$ cat config.mk
export PLATFORM = sky130hd
export DESIGN_NAME = lector_banco_registro
export DESIGN_NICKNAME = d
export VERILOG_FILES = /design/src/rtl/banco_pkg.sv /design/src/rtl/lector_banco_registro_salida_reg.sv /design/src/rtl/lector_banco_registro.sv
export SDC_FILE = /design/constraint.sdc
export NUM_CORES = 1
export LEC_CHECK = 0
export ABC_CLOCK_PERIOD_IN_PS = 3200
export CORE_UTILIZATION = 34
export DETAILED_ROUTE_END_ITERATION = 12
export MAX_ROUTING_LAYER = met4
export PLACE_DENSITY_LB_ADDON = 0.1
export SLEW_MARGIN = 20
export SYNTH_ARGS = -nofsm -noshare
export SYNTH_HDL_FRONTEND = slang
export SYNTH_HIERARCHICAL = 1
export SYNTH_SLANG_ARGS = --single-unit
$ cat constraint.sdc
create_clock -name clk -period 3.2 [get_ports clk]
set_clock_uncertainty 0.15 [all_clocks]
set_input_delay 0.32 -clock clk [delete_from_list [all_inputs] [get_ports clk]]
set_output_delay 0.32 -clock clk [all_outputs]
set_load 0.03 [all_outputs]
$ cat src/rtl/banco_pkg.sv
// banco_pkg: shared widths, reader FSM states and output beat type for the banco_registro read streamer.
package banco_pkg;
    localparam int ADDR_W = 6;
    localparam int DATA_W = 6;
    typedef enum logic [1:0] {IDLE, STREAM, DRAIN, DONE} lector_state_t;
    typedef struct packed {
        logic [2*DATA_W-1:0] data;
        logic [1:0]          keep;
        logic                last;
    } beat_t;
endpackage

$ cat src/rtl/lector_banco_registro_salida_reg.sv
// lector_salida_reg: output beat register with valid/ready hold; LECTOR_PARIDAD_EN adds a registered per-word parity.
module lector_salida_reg
    import banco_pkg::*;
(
    input  logic  clk,
    input  logic  rst,
    input  logic  load,
    input  logic  out_ready,
    input  beat_t beat,
`ifdef LECTOR_PARIDAD_EN
    output logic [1:0] out_par,
`endif
    output logic  out_valid,
    output beat_t out_beat
);
    always_ff @(posedge clk) begin
        if (rst) begin
            out_valid <= 1'b0;
            out_beat  <= '0;
        end else if (load) begin
            out_valid <= 1'b1;
            out_beat  <= beat;
        end else if (out_ready) begin
            out_valid <= 1'b0;
        end
    end
`ifdef LECTOR_PARIDAD_EN
    // rs2 half is already zeroed for a single-word beat, so its parity is 0 there
    always_ff @(posedge clk) begin
        if (rst) out_par <= '0;
        else if (load) out_par <= {^beat.data[2*DATA_W-1:DATA_W], ^beat.data[DATA_W-1:0]};
    end
`endif
endmodule

$ cat src/rtl/lector_banco_registro.sv
// lector_banco_registro: streams a contiguous banco_registro range two registers per beat; LECTOR_PARIDAD_EN adds out_par.
module lector_banco_registro
    import banco_pkg::*;
#(
    parameter int N = ADDR_W,
    parameter int W = DATA_W
) (
    input  logic         clk,
    input  logic         rst,
    input  logic         start,
    input  logic [N-1:0] base_addr,
    input  logic [N:0]   count,
    output logic         busy,
    output logic         done,
    output logic [N-1:0] addr_rs1,
    output logic [N-1:0] addr_rs2,
    input  logic [W-1:0] rs1,
    input  logic [W-1:0] rs2,
`ifdef LECTOR_PARIDAD_EN
    output logic [1:0]   out_par,
`endif
    output logic         out_valid,
    input  logic         out_ready,
    output logic [2*W-1:0] out_data,
    output logic [1:0]   out_keep,
    output logic         out_last
);
    lector_state_t state, state_n;
    logic [N-1:0] ptr, ptr_n;
    logic [N:0]   rem, rem_n;
    logic         load;
    beat_t        beat, ob;

    assign addr_rs1 = ptr;
    assign addr_rs2 = ptr + N'(1);
    assign busy = state != IDLE;
    assign done = state == DONE;
    assign load = state == STREAM && (!out_valid || out_ready) && rem != '0;
    assign beat.data = rem == (N+1)'(1) ? {{W{1'b0}}, rs1} : {rs2, rs1};
    assign beat.keep = rem == (N+1)'(1) ? 2'b01 : 2'b11;
    assign beat.last = rem <= (N+1)'(2);

    always_comb begin
        state_n = state;
        ptr_n   = ptr;
        rem_n   = rem;
        case (state)
            IDLE: if (start) begin
                state_n = count == '0 ? DONE : STREAM;
                ptr_n   = count == '0 ? ptr : base_addr;
                rem_n   = count;
            end
            STREAM: if (load) begin
                ptr_n   = ptr + N'(2);
                rem_n   = rem >= (N+1)'(2) ? rem - (N+1)'(2) : '0;
                state_n = rem <= (N+1)'(2) ? DRAIN : STREAM;
            end
            DRAIN: state_n = out_valid && out_ready ? DONE : DRAIN;
            DONE: state_n = IDLE;
        endcase
    end

    always_ff @(posedge clk) begin
        if (rst) begin
            state <= IDLE;
            ptr   <= '0;
            rem   <= '0;
        end else begin
            state <= state_n;
            ptr   <= ptr_n;
            rem   <= rem_n;
        end
    end

    lector_salida_reg u_salida (
        .clk       (clk),
        .rst       (rst),
        .load      (load),
        .out_ready (out_ready),
        .beat      (beat),
`ifdef LECTOR_PARIDAD_EN
        .out_par   (out_par),
`endif
        .out_valid (out_valid),
        .out_beat  (ob)
    );

    assign out_data = ob.data;
    assign out_keep = ob.keep;
    assign out_last = ob.last;
endmodule

==> results of run 1 <==
## power by group
| group | internal (mW) | switching [mW] |
|---|---|---|
| Combinational | 0.318 | 0.415 |
| Sequential | 0.453 | 0.0701 |
| Clock | 0.168 | 0.142 |
## registers in the layout, indices dropped and copies added, names as in the netlist
signal              cells
rem                     7
u_salida/out_beat      15
state                   2
u_salida/out_valid      1
addr_rs1                6
## logic make-up after synthesis
family                     synth area share
adders and majority gates           0.02108
xor gates and xnor gates            0.01968
and+or+nand+nor                      0.2453
buffers and inverters               0.07449
muxes                               0.08995
AOI/OAI and AO/OA                    0.1989
DFF                                  0.3486
other                              0.002106
## metrics by stage
stage | setup WS [ns] | utilization | instance area, µm² | hold WS [ns] | total power, mW
floorplan | 1.198 | - | 1780 | 0.3004 | 1.063
CTS | 0.6799 | 0.5026 | 2452 | 0.3463 | 1.576
global route | 0.5236 | 0.5026 | 2452 | 0.3718 | 1.660
detailed placement | 0.7065 | 0.4846 | 2365 | 0.3321 | 1.260
finish | 0.7011 | 0.5026 | 2452 | 0.3466 | 1.566
global placement | 0.7552 | 0.4846 | 2365 | 0.3235 | 1.264
## worst min-delay path by stage
stage | from | to | cells past startpoint
5_1_grt | rem[6] | rem[6] | 2
6_report | u_salida/out_beat[7] | u_salida/out_beat[7] | 2
2_1_floorplan | count[0] | rem[0] | 2
3_3_place_gp | rem[6] | rem[6] | 2
3_5_place_dp | u_salida/out_beat[2] | u_salida/out_beat[2] | 2
4_1_cts | rem[6] | rem[6] | 2
## cells in the final DEF, fill, tap and decap left out, types with 6 or more instances in the layout
master and instances:
clkdlybuf4s50_1 58, nand3_1 9, and2_1 10, inv_1 8, nand2_1 12, a21oi_1 10, dfxtp_1 31, nor2_1 19
mux2i_1 16, clkbuf_8 6
## metal layers
layer | global-route usage | part of all wire | routed length [µm]
met5 | - | 0 | 0
met2 | 0.2523 | 0.44 | 1980
met1 | 0.2407 | 0.48 | 2182
met4 | 0.09015 | 0.015 | 69
met3 | 0.02981 | 0.063 | 283
## critical path, delay by kind of cell (launching register included)
family,cells,cell delay (ns)
AO/OA/AOI/OAI,3,0.99
buffers and inverters,1,0.41
flip-flops,1,0.36
AND/OR/NAND/NOR,1,0.46
## cell type report
| class | instances | share of cell area |
|---|---|---|
| multi-input cells | 147 | 0.4189 |
| inverters | 10 | 0.01531 |
| well taps | 67 | 0.03418 |
| clock buffers | 6 | 0.03367 |
| repair buffers | 60 | 0.2429 |
| flip-flops and latches | 31 | 0.2531 |
| clock inverters | 1 | 0.002041 |
==> results_dict.tcl, run 1 <==
set metrics [dict create \
    cp.arrival_ns 2.50 \
    yosys.area.top_type "dfxtp_1" \
    drive_gt1_frac 0.08235 \
    period_needed_ns 2.499 \
    r2r-start "rem[3]" \
    clock_latency_ns 0.28 \
    dp_hpwl_um 3087 \
    die_area_um2 5530 \
    max_stage_delay_ns 0.56 \
    die_h_um 74.37 \
    n_fill_cell 498 \
    chipWidth_um 74.37 \
    worstSetupStartpointType "register" \
    cp.required_ns 3.21 \
    fmax_ghz 0.4002 \
    synth_cell_types 55 \
    syn_area_per_cell_um2 8.858 \
    vias 1692 \
    cts_resized 0 \
    place_inst 315 \
    endpoint "addr_rs1[3]" \
    synthCells 201 \
    synth.top_cell.area_share 0.3486 \
    hold_violations 0 \
    yosysSeqAreaShare 0.3486 \
    path_clk_slew_ns 0.06 \
    synth_edf_count 0 \
    cts.sinks 31 \
    yosysMostFrequentCell "dfxtp_1" \
    area_delta_synth_final_pct 37.74 \
    synth_flop_cell "dfxtp_1" \
    wl_um 4516 \
    path_max_fanout 20 \
    firstDrtPassIters 4 \
    clockBufferDepth 2 \
    final.period_utilization 0.7809 \
    nNetsFinal 287 \
    powerDensity_nw_per_um2 638.6 \
    tightest_slew_ns 0.8375 \
    io_buffers 58 \
    cts_tree "yes" \
    status "finished clean" \
    max-cap-violations 0 \
    setup_viol_count_final 0 \
    postCtsSetupBuffers 0 \
    startpoint "rem[3]" \
    rrSetupSlack_ns 0.70 \
    syn_area_um2 1780 \
    grt_max_degree 29 \
    relSlewSlack 0.4417 \
    synth.area.top_cells "dfxtp_1 35%, mux2i_1 9.0%, nor2_1 4.0%, and2_1 3.5%, a21oi_1 2.8%" \
    rsz0062_at_grt "false" \
    synth-seq-cells 31 \
    multi_input_area_um2 1027 \
    gp_congestion 0.8483 \
    grt_usage 0.1776 \
    setup_tns_ns 0 \
    cp_cell_sequence "or3_1, o311ai_4, inv_2, o21ai_2, o32ai_1" \
    seq_area_um2 620.6 \
    drt_iter0_markers 187 \
    yosys_warnings 6 \
    start_util 0.3649 \
    viasPerCell 5.255 \
    diodes 0 \
    grt_overflow_total 0 \
    cts.htree.levels 2 \
    ys_top_cells_by_count "31 x dfxtp_1, 19 x nor2_1, 16 x mux2i_1" \
    async_flop_share 0 \
    hold_class "register to register" \
    antenna_found_initial 0 \
    ir_drop_mv 0.2605 \
    slew_violations 0 \
    rows 25 \
    wire_per_inst_um 14.02 \
    io-pin-count 59 \
    syn_nets 233 \
    root_buffer "clkbuf_8" \
    final_cells 322 \
    ant_nets 0 \
    grt_pass1_vias 1548 \
    cts_hold_buf 0 \
    coreArea_um2 4880 \
    cts_buffers 5 \
    drcViolationCount 0 \
    rr_worst_depth 5 \
    path_class "register to register" \
    grt_pass1_wl_um 7245 \
    crit_path_top_delay_cell "o311ai_4" \
    worstSetupEndpointType "register" \
    r2r_end "addr_rs1[3]" \
    leakage_nw 0.8672 \
]
(Power assumes the default switching activity.)
==> inputs of run 2 (changes only) <==
--- a/config.mk
+++ b/config.mk
@@ -5,7 +5,7 @@
 export SDC_FILE = /design/constraint.sdc
 export NUM_CORES = 1
 export LEC_CHECK = 0
-export ABC_CLOCK_PERIOD_IN_PS = 3200
+export ABC_CLOCK_PERIOD_IN_PS = 2300
 export CORE_UTILIZATION = 34
 export DETAILED_ROUTE_END_ITERATION = 12
 export MAX_ROUTING_LAYER = met4
==> constraint.sdc (replaced) <==
create_clock -name clk -period 2.3 [get_ports clk]
set_clock_uncertainty 0.15 [all_clocks]
set_input_delay 0.23 -clock clk [delete_from_list [all_inputs] [get_ports clk]]
set_output_delay 0.23 -clock clk [all_outputs]
set_load 0.03 [all_outputs]
==> results_dict.tcl, run 2 (synthesized netlist as in run 1, its figures left out) <==
set metrics [dict create \
    nNetsFinal 296 \
    diodes 0 \
    cp.arrival_ns 1.76 \
    drcViolationCount 0 \
    ant_nets 0 \
    largest_reg_flops 15 \
    grt_max_degree 21 \
    cts_buffers 5 \
    n_fill_cell 479 \
    layout_common_cells "55 x clkdlybuf4s50_1, 31 x dfxtp_1, 19 x nor2_1, 16 x mux2i_1, 12 x nand2_1" \
    grt_usage 0.1751 \
    dp_hpwl_um 3327 \
    holdWs_ns 0.3434 \
    postCtsSetupBuffers 0 \
    slew_violations 0 \
    period_needed_ns 2.139 \
    ir_drop_mv 0.3679 \
    grt_pass1_wl_um 7217 \
    die_h_um 74.37 \
    rsz0062_at_grt "false" \
    wl_um 4558 \
    path_class "register to primary output" \
    tightest_slew_ns 0.6002 \
    io_buffers 58 \
    path_clk_slew_ns 0.07 \
    clock_latency_ns 0.28 \
    fmax_ghz 0.4675 \
    cts.htree.levels 2 \
    max-cap-violations 0 \
    coreArea_um2 4880 \
    setup_tns_ns 0 \
    gp_congestion 0.8277 \
    status "finished clean" \
    cts.sinks 31 \
    path_max_fanout 6 \
    io-pin-count 59 \
    start_util 0.3649 \
    antenna_found_initial 0 \
    chipWidth_um 74.37 \
    rows 25 \
    leakage_nw 0.9358 \
    worstSetupStartpointType "register" \
    grt_pass1_vias 1552 \
    cp.required_ns 1.92 \
    wire_per_inst_um 13.77 \
    root_buffer "clkbuf_8" \
    hold_class "register to register" \
    area_delta_synth_final_pct 41.53 \
    worstSetupEndpointType "primary output" \
    cts_hold_buf 0 \
    final.period_utilization 0.9300 \
    layout_commonest_cell "clkdlybuf4s50_1" \
    cts_tree "yes" \
    drt_iter0_markers 110 \
    die_area_um2 5530 \
    setup_viol_count_final 0 \
    relSlewSlack 0.5998 \
    clockBufferDepth 2 \
    grt_overflow_total 0 \
    max_flop_register "u_salida/out_beat" \
    viasPerCell 5.009 \
    drive_gt1_frac 0.1136 \
    vias 1658 \
    hold_violations 0 \
    firstDrtPassIters 4 \
    powerDensity_nw_per_um2 882.0 \
]
-- run 2: cell types whose count changed in the layout (fill, tap and decap cells not counted), sizes merged --
cell           before  now
buf                 2   11
clkdlybuf4s50      58   55
dlygate4sd2         0    2
dlymetal6s2s        0    1
-- run 2: final timing paths --
| check | startpoint | to | slack [ns] | cells after the start |
|---|---|---|---|---|
| setup reg to reg | rem[5] | u_salida/out_beat[5] | 0.35 | 6 |
| setup / recovery | addr_rs1[0] | addr_rs2[2] | 0.16 | 3 |
| hold reg to reg | rem[6] | rem[6] | 0.34 | 2 |
| hold / removal | rem[6] | rem[6] | 0.34 | 2 |
-- run 2: worst max-delay path: stages (launching register included) --
cell             delay, ns
dfxtp_1               0.43
ha_1                  0.22
xor2_1                0.14
clkdlybuf4s50_1       0.70
-- run 2: timing repair --
item                                    in CTS  in global routing
endpoints found under the hold margin        0                  0
resized for setup                            2                  1
cloned                                       0                  0
endpoints found under the setup margin       2                  1
-- run 2: per-layer routing --
metal,global-route usage,up-vias,share of wire
met3,0.03659,2,0.053
met2,0.2743,55,0.45
met1,0.2209,749,0.49
li1,-,852,-
met5,-,-,0
met4,0.06499,0,0.0072
-- run 2: cell type report --
cell class / count / area [µm²] / area share
multi-input combinational: 147 / 1027 / 0.4076
timing repair buffer: 69 / 663.1 / 0.2632
sequential: 31 / 620.6 / 0.2463
tap: 67 / 83.83 / 0.03327
clock buffer: 6 / 82.58 / 0.03277
inverter: 10 / 37.54 / 0.01490
clock inverter: 1 / 5.005 / 0.001986
-- run 2: where the power goes --
group	total [mW]	switching, mW	internal, mW
clock network	0.431	0.197	0.234
registers	0.724	0.0945	0.630
logic	1.07	0.591	0.476
-- run 2: metrics by stage --
stage | utilization | cell area [µm²] | setup slack [ns] | std cells | power (mW)
after detailed placement | 0.4985 | 2432 | 0.1192 | 324 | 1.803
final | 0.5164 | 2520 | 0.1611 | 331 | 2.223
after global placement | 0.4985 | 2432 | 0.1207 | 324 | 1.808
after CTS | 0.5159 | 2517 | 0.04937 | 331 | 2.240
after global routing | 0.5164 | 2520 | 0.05905 | 331 | 2.365
after floorplan | - | 1780 | 0.3654 | 201 | 1.478
